==> config.mk <==
export PLATFORM = sky130hd
export DESIGN_NAME = wb_queue
export DESIGN_NICKNAME = d
export VERILOG_FILES = /design/src/rtl/wb_queue.sv
export SDC_FILE = /design/constraint.sdc
export NUM_CORES = 1
export LEC_CHECK = 0
export CAP_MARGIN = 10
export CORE_MARGIN = 5
export CORE_UTILIZATION = 35
export DETAILED_ROUTE_END_ITERATION = 16
export GPL_ROUTABILITY_DRIVEN = 0
export PLACE_DENSITY = 0.58
export SYNTH_ARGS = -nofsm -noshare
export SYNTH_HDL_FRONTEND = slang
export SYNTH_SLANG_ARGS = --single-unit
==> constraint.sdc <==
create_clock -name clk -period 4.8 [get_ports clk]
set_clock_uncertainty 0.05 [all_clocks]
set_input_delay 1.44 -clock clk [delete_from_list [all_inputs] [get_ports clk]]
set_output_delay 1.44 -clock clk [all_outputs]
set_load 0.01 [all_outputs]
==> src/rtl/wb_queue.sv <==
// Write-back queue: merges load and ALU results into an in-order FIFO that
// retires one register-file write per cycle and exports a pending-write mask.
module wb_queue #(
    parameter int unsigned DEPTH = 4
) (
    input  logic                     clk,
    input  logic                     rst,
    input  logic                     ld_valid,
    output logic                     ld_ready,
    input  logic [5:0]               ld_addr,
    input  logic [2:0]               ld_ppp,
    input  logic [63:0]              ld_data,
    input  logic                     alu_valid,
    output logic                     alu_ready,
    input  logic [5:0]               alu_addr,
    input  logic [2:0]               alu_ppp,
    input  logic [63:0]              alu_data,
    input  logic                     wb_hold,
    output logic                     wb_wr_en,
    output logic [2:0]               wb_ppp,
    output logic [5:0]               wb_addr,
    output logic [63:0]              wb_data,
    output logic [31:0]              pend_mask,
    output logic [$clog2(DEPTH):0]   count,
    output logic [7:0]               drop_cnt
);

    localparam int unsigned AW = $clog2(DEPTH);
    localparam int unsigned CW = AW + 1;

    logic [AW-1:0]    wr_ptr_q, wr_ptr_d, rd_ptr_q, rd_ptr_d, alu_ptr;
    logic [CW-1:0]    count_q, count_d;
    logic [7:0]       drop_q, drop_d;
    logic [8:0]       drop_sum;
    logic [DEPTH-1:0] valid_q, valid_d;
    logic [4:0]       addr_q [DEPTH];
    logic [2:0]       ppp_q  [DEPTH];
    logic [63:0]      data_q [DEPTH];

    logic ld_fire, alu_fire, ld_store, alu_store, ld_drop, alu_drop, pop;

    // Register 0, out-of-range registers and reserved lanes are swallowed.
    function automatic logic legal(input logic [5:0] a, input logic [2:0] p);
        return (a != 6'd0) && !a[5] && (p <= 3'd4);
    endfunction

    always_comb begin
        ld_ready  = count_q <= CW'(DEPTH - 1);
        alu_ready = (ld_valid && ld_ready) ? (count_q <= CW'(DEPTH - 2))
                                           : (count_q <= CW'(DEPTH - 1));
        ld_fire   = ld_valid && ld_ready;
        alu_fire  = alu_valid && alu_ready;
        ld_store  = ld_fire && legal(ld_addr, ld_ppp);
        alu_store = alu_fire && legal(alu_addr, alu_ppp);
        ld_drop   = ld_fire && !ld_store;
        alu_drop  = alu_fire && !alu_store;
        pop       = (count_q != '0) && !wb_hold;
        alu_ptr   = wr_ptr_q + AW'(ld_store);

        wr_ptr_d  = wr_ptr_q + AW'(ld_store) + AW'(alu_store);
        rd_ptr_d  = rd_ptr_q + AW'(pop);
        count_d   = count_q + CW'(ld_store) + CW'(alu_store) - CW'(pop);

        drop_sum  = {1'b0, drop_q} + 9'(ld_drop) + 9'(alu_drop);
        drop_d    = drop_sum[8] ? 8'hff : drop_sum[7:0];

        valid_d = valid_q;
        if (pop)       valid_d[rd_ptr_q] = 1'b0;
        if (ld_store)  valid_d[wr_ptr_q] = 1'b1;
        if (alu_store) valid_d[alu_ptr]  = 1'b1;
    end

    always_ff @(posedge clk) begin
        if (!rst) begin
            wr_ptr_q <= '0;
            rd_ptr_q <= '0;
            count_q  <= '0;
            drop_q   <= '0;
            valid_q  <= '0;
        end else begin
            wr_ptr_q <= wr_ptr_d;
            rd_ptr_q <= rd_ptr_d;
            count_q  <= count_d;
            drop_q   <= drop_d;
            valid_q  <= valid_d;
        end
    end

    // Payload needs no reset; valid bits and count guard every read.
    always_ff @(posedge clk) begin
        if (ld_store) begin
            addr_q[wr_ptr_q] <= ld_addr[4:0];
            ppp_q[wr_ptr_q]  <= ld_ppp;
            data_q[wr_ptr_q] <= ld_data;
        end
        if (alu_store) begin
            addr_q[alu_ptr] <= alu_addr[4:0];
            ppp_q[alu_ptr]  <= alu_ppp;
            data_q[alu_ptr] <= alu_data;
        end
    end

    always_comb begin
        wb_wr_en = pop;
        wb_addr  = pop ? {1'b0, addr_q[rd_ptr_q]} : 6'd0;
        wb_ppp   = pop ? ppp_q[rd_ptr_q] : 3'd0;
        wb_data  = pop ? data_q[rd_ptr_q] : 64'd0;
        count    = count_q;
        drop_cnt = drop_q;
        pend_mask = '0;
        for (int i = 0; i < DEPTH; i++) begin
            if (valid_q[i]) pend_mask[addr_q[i]] = 1'b1;
        end
    end

endmodule
-- Word level (Yosys, flattened, before mapping)
Memory sizes are Yosys's and may differ from the RTL's. A register that Yosys moved wholly into a read port is not among the register bits.
Index checks and enable logic that the tools add are counted.
- add/sub/neg operators: 8
- order comparisons: 18
- muxes and demuxes: 33
- bitwise operators: 7
- reductions and logical operators: 26
- operator list (kind ; count):
    two-way mux 32 bit ; 4
    OR 32 bit ; 3
    two-way mux 64 bit ; 1
    < comparator 5 x 6 -> 1 bit, second input constant ; 4
    demux 1 bit (select 5 bit) ; 4
    >= comparator 5 x 1 -> 1 bit, second input constant ; 4
    logical AND 1 bit ; 18
    two-way mux 1 bit ; 12
    two-way mux 4 bit ; 3
    nonzero test 6 bit ; 2
    adder 8 x 1 -> 9 bit ; 1
    adder 9 x 1 -> 9 bit ; 1
    < comparator 2 x 3 -> 1 bit, second input constant ; 3
    two-way mux 8 bit ; 1
    OR 4 bit ; 2
    adder 2 x 1 -> 2 bit ; 3
    adder 3 x 1 -> 3 bit ; 2
    demux 1 bit (select 2 bit) ; 3
    >= comparator 2 x 1 -> 1 bit, second input constant ; 3
    less-or-equal comparator 3 x 2 -> 1 bit, second input constant ; 2
    less-or-equal comparator 3 bit, second input constant ; 2
    two-way mux 2 bit ; 3
    logical NOT 1 bit ; 5
    two-way mux 5 bit ; 1
    other kinds (5) ; 5
- register bits after elaboration: 19
- RAM bits: 288
- input bits: 151
- output and inout bits: 119
- logic and storage cells: 100
- memories: 3
- memories (name ; words ; width ; read ports ; clocked after Yosys merged registers in ; wr ports ; RTL line ; RTL):
    data_q ; 4 ; 64 ; 1 ; 1 ; 2 ; 38 ; logic [63:0] data_q [DEPTH];
    addr_q ; 4 ; 5 ; 5 ; 1 ; 2 ; 36 ; logic [4:0] addr_q [DEPTH];
    ppp_q ; 4 ; 3 ; 1 ; 1 ; 2 ; 37 ; logic [2:0] ppp_q [DEPTH];

-- Depth between registers and ports, before layout
An unclocked memory read counts as a cell.
- word-level depth: 12
- mapped depth: 13
- depth with buffers taken out: 12

-- Worst setup path before layout
Ideal clock, no wire load.
- kind: input to register
- start point: input port ld_ppp[0]
- end point: memory addr_q[3][0] (enable)
- setup time: 403 ps
- arrival time: 4420 ps
- required time: 4347 ps
- slack: -73 ps
- stages on the path: 11
- path buffers: 3
- cells stage by stage: o21a_1 a211oi_1 and2_1 clkbuf_1 ha_1 xor2_1 o2111ai_1 nor3_1 buf_2 buf_6 a31o_2
- RTL lines (item ; RTL line ; RTL):
    from (decl) ; 11 ; input logic [2:0] ld_ppp,
    to (decl) ; 36 ;

-- Final worst setup path
- start point: input port wb_hold
- end point: output port wb_data[26]
- cells in the longest elaborated chain, start to end: 3
- ends and longest elaborated chain (item ; RTL line ; RTL):
    from (decl) ; 18 ; input logic wb_hold,
    logical NOT 1 bit ; 57 ; pop = (count_q != '0) && !wb_hold;
    logical AND 1 bit ; 57 ;
    two-way mux 64 bit ; 107 ; wb_data = pop ? data_q[rd_ptr_q] : 64'd0;
    to (decl) ; 22 ; output logic [63:0] wb_data,
Every way passes these cells.

==> run_results.csv <==
group,metric,value,unit
setup_path,arrival,3170,ps
sta,max_clock_freq,214,MHz
floorplanning,fp.dieH,227,um
min_path,hold_depth,2,
clocking,hold_buffers,0,
detailed_routing,dr.pass1.iters,5,
global_route,track_usage,17.6,%
detailed_routing,routedWlPerCell,23.1,um
setup_path,reg2reg_setup_slack,1440,ps
sta,post-route-period-util,97.1,%
clocking,cts_repair_resize_count,0,
min_path,hold_path_end,"drop_cnt[6]",
min_path,hold_class,"reg2reg",
global_route,antenna_found_initial,8,
setup_path,setup.worst_path.class,"in2out",
detailed_routing,drc,0,
setup_path,cp-end-kind,"primary output",
yosys,syn_area,16500,sq um
yosys,yosysSeqAreaShare,54.7,%
placed_design,dp_slack,103,ps
yosys,syn_avg_cell_area,15.5,sq um
yosys,synth-adder-area-share,0.894,%
placed_design,port_buffers,268,
final_layout,utilization,46.3,%
detailed_routing,num_vias,10600,
pwr,ir_drop,241,uV
floorplanning,die_area,51600,sq um
yosys,synth-seq-cells,307,
global_route,grt_pass1_vias,11300,
yosys,synth_fp_nets,1226,
sta,rsz0062_at_grt,"false",
setup_path,r2r-start,"count[2]",
clocking,cts_buffers,36,
final_layout,layout-drive-gt1-share,35.4,%
sta,hold_viol_final,0,
final_layout,synthToLayoutAreaGrowth,30.8,%
yosys,synth_edf_count,288,
clocking,clk_pin_slew_worst_paths,60,ps
clocking,post-cts-setup-buffers,0,
global_route,grt_max_degree,50,
setup_path,r2r-end,"data_q[2][20]",
placed_design,dpl.hpwl,31500,um
clocking,clk_path_buf_depth,3,
sta,finalCriticalPeriod,4660,ps
setup_path,rr_worst_depth,12,
setup_path,critPathLaunchType,"input pin",
floorplanning,core,46700,sq um
sta,tightest_slew,903,ps
clocking,cts-root-buf,"clkbuf_16",
yosys,synth_xor_area_share,0.477,%
detailed_routing,detail-route-antenna-nets,0,
floorplanning,die_w,227,um
sta,setup_viol,0,
yosys,synthCells,1065,
yosys,synth_top_family_by_area,"multiplexers",
global_route,grt_remaining_overflow,0,
sta,timing.hold.ws,482,ps
yosys,synthFlopType,"edfxtp_1",
min_path,min_from,"drop_cnt[7]",
pwr,powerDensity,399,nW/um^2
setup_path,path_max_fanout,39,
clocking,htree_levels,2,
flow_run,cap_violations,0,
setup_path,worst_ep_required_time,3310,ps
status,outcome,"complete, no violations",
sta,final_max_slew_viol_count,0,
final_layout,fin_nets,1523,
clocking,cts_tree,"built",
pwr,p_leak,6.95,nW
detailed_routing,vias_per_cell,5.32,
detailed_routing,drt-initial-drc-count,906,
clocking,insertion_delay,520,ps
final_layout,fillers,4148,
floorplanning,start_util,35.4,%
sta,max_slew_margin,39.8,%
yosys,yosysUniqueCellTypes,49,
pwr,total_power,0.00862,W
detailed_routing,drt_wl_total,46100,um
sta,worst_slack,137,ps
yosys,synth-compound-area-share,4.49,%
yosys,async_flop_share,0,%
floorplanning,num_rows,79,
floorplanning,io_pins,270,
yosys,yosysWarningCount,0,
yosys,muxShareOfSynthArea,29.5,%
yosys,synth_simple_gate_area_share,7.05,%
global_route,grt_pass1_wl,69700,um
clocking,cts.sinks,307,
[flip-flops by register name, indices dropped and copies added (netlist names)]
| register | cells |
|---|---|
| data_q | 256 |
| rd_ptr_q | 2 |
| drop_cnt | 8 |
| ppp_q | 12 |
| count | 3 |
| valid_q | 4 |
| addr_q | 20 |
| wr_ptr_q | 2 |
[cell usage after synthesis, types with 3 or more instances]
cell type	instances	share of area (%)
a21oi_1	15	0.45
buf_1	5	0.11
inv_1	14	0.32
nor3b_1	11	0.50
fa_1	3	0.36
and3_1	9	0.34
nor3_1	13	0.39
xor2_1	3	0.16
o211ai_1	5	0.23
edfxtp_1	288	52
and2_1	76	2.9
or3b_2	6	0.32
o2111ai_1	4	0.21
mux4_2	72	9.8
nor2_1	27	0.61
buf_4	18	0.82
nor2b_1	4	0.15
o22ai_1	7	0.27
xnor2_1	6	0.32
mux2_2	288	20
nand3_1	9	0.27
and3b_1	6	0.32
a31o_2	4	0.21
dfxtp_1	19	2.3
clkbuf_1	26	0.59
ha_1	7	0.53
o311a_1	5	0.30
nand3b_1	12	0.55
o21a_1	5	0.23
o21ai_0	4	0.12
buf_2	13	0.39
o221ai_1	20	1.1
a221o_1	9	0.55
nand2_1	12	0.27
buf_6	10	0.68
a22oi_1	12	0.55
[cells in the final DEF (no fill, tap or decap), types with 7 or more instances in the layout]
cell type	synthesis	routed
nand3_1	9	9
clkbuf_16	0	38
and2_1	76	76
clkdlybuf4s50_1	0	268
o221ai_1	20	20
mux2_2	288	288
dfxtp_1	19	17
edfxtp_1	288	288
nor3_1	13	9
buf_4	18	35
ha_1	7	7
nor2_1	27	27
o22ai_1	7	7
buf_12	0	28
nor3b_1	11	11
mux4_2	72	72
clkinv_1	0	7
inv_1	14	14
nand3b_1	12	12
clkbuf_1	26	8
a21oi_1	15	15
nand2_1	12	12
and3_1	9	9
a221o_1	9	9
a22oi_1	12	12
[stage by stage]
step / std cells / setup TNS (ps) / area, sq um
floorplan: 1065 / -10390 / 16500
global placement: 1931 / 0 / 20400
detailed placement: 1931 / 0 / 20400
CTS: 1995 / 0 / 21600
global route: 1995 / 0 / 21600
finish: 1999 / 0 / 21600
[worst max-delay path by stage]
stage | slack (ps) | to | startpoint
final | 140 | wb_data[26] | wb_hold
after global routing | 60 | wb_data[14] | wb_hold
after CTS | 110 | wb_data[25] | wb_hold
after detailed placement | 100 | data_q[2][20] | ld_ppp[0]
after global placement | 80 | data_q[2][32] | ld_ppp[0]
after floorplan | -70 | addr_q[3][0] | ld_ppp[0]
[routing by layer]
layer	vias up	part of all wire (%)	global-route usage [%]
li1	4875	-	-
met1	5311	42	23.1
met2	367	49	30.0
met3	79	6.8	4.19
met4	10	1.9	3.92
met5	-	0.12	0
[cells by family (layout without fill, tap and decap cells)]
logic type	Yosys count	after routing
AO/OA/AOI/OAI	96	96
XOR/XNOR	9	9
adder cells (fa/ha/maj)	10	10
buffers and inverters	87	410
flip-flops	307	307
multiplexers	360	360
other	1	5
AND/OR/NAND/NOR	195	195
[area by class of cell]
| cell class | count | area (sq um) | area share [%] |
|---|---|---|---|
| antenna | 4 | 10.0 | 0.0463 |
| clock inverter | 18 | 198 | 0.915 |
| tap | 607 | 759 | 3.52 |
| sequential | 307 | 9040 | 41.8 |
| timing repair buffer | 331 | 3510 | 16.2 |
| clock buffer | 46 | 981 | 4.54 |
| inverter | 15 | 56.3 | 0.261 |
| multi-input combinational | 671 | 7050 | 32.7 |
[report_power, final]
part / switching [W] / leakage (nW) / total (W) / internal (W)
Combinational: 0.00107 / 3.61 / 0.00250 / 0.00142
Sequential: 0.000193 / 2.77 / 0.00337 / 0.00318
Clock: 0.00108 / 0.577 / 0.00275 / 0.00166
Total: 0.00235 / 6.95 / 0.00862 / 0.00627
[worst max-delay path, cell delays in order]
cell and delay, ps:
clkdlybuf4s50_1 390, or2_2 320, inv_2 110, buf_12 170, and2_1 160, clkdlybuf4s50_1 530
No activity file was read; power rests on OpenSTA's default activity.
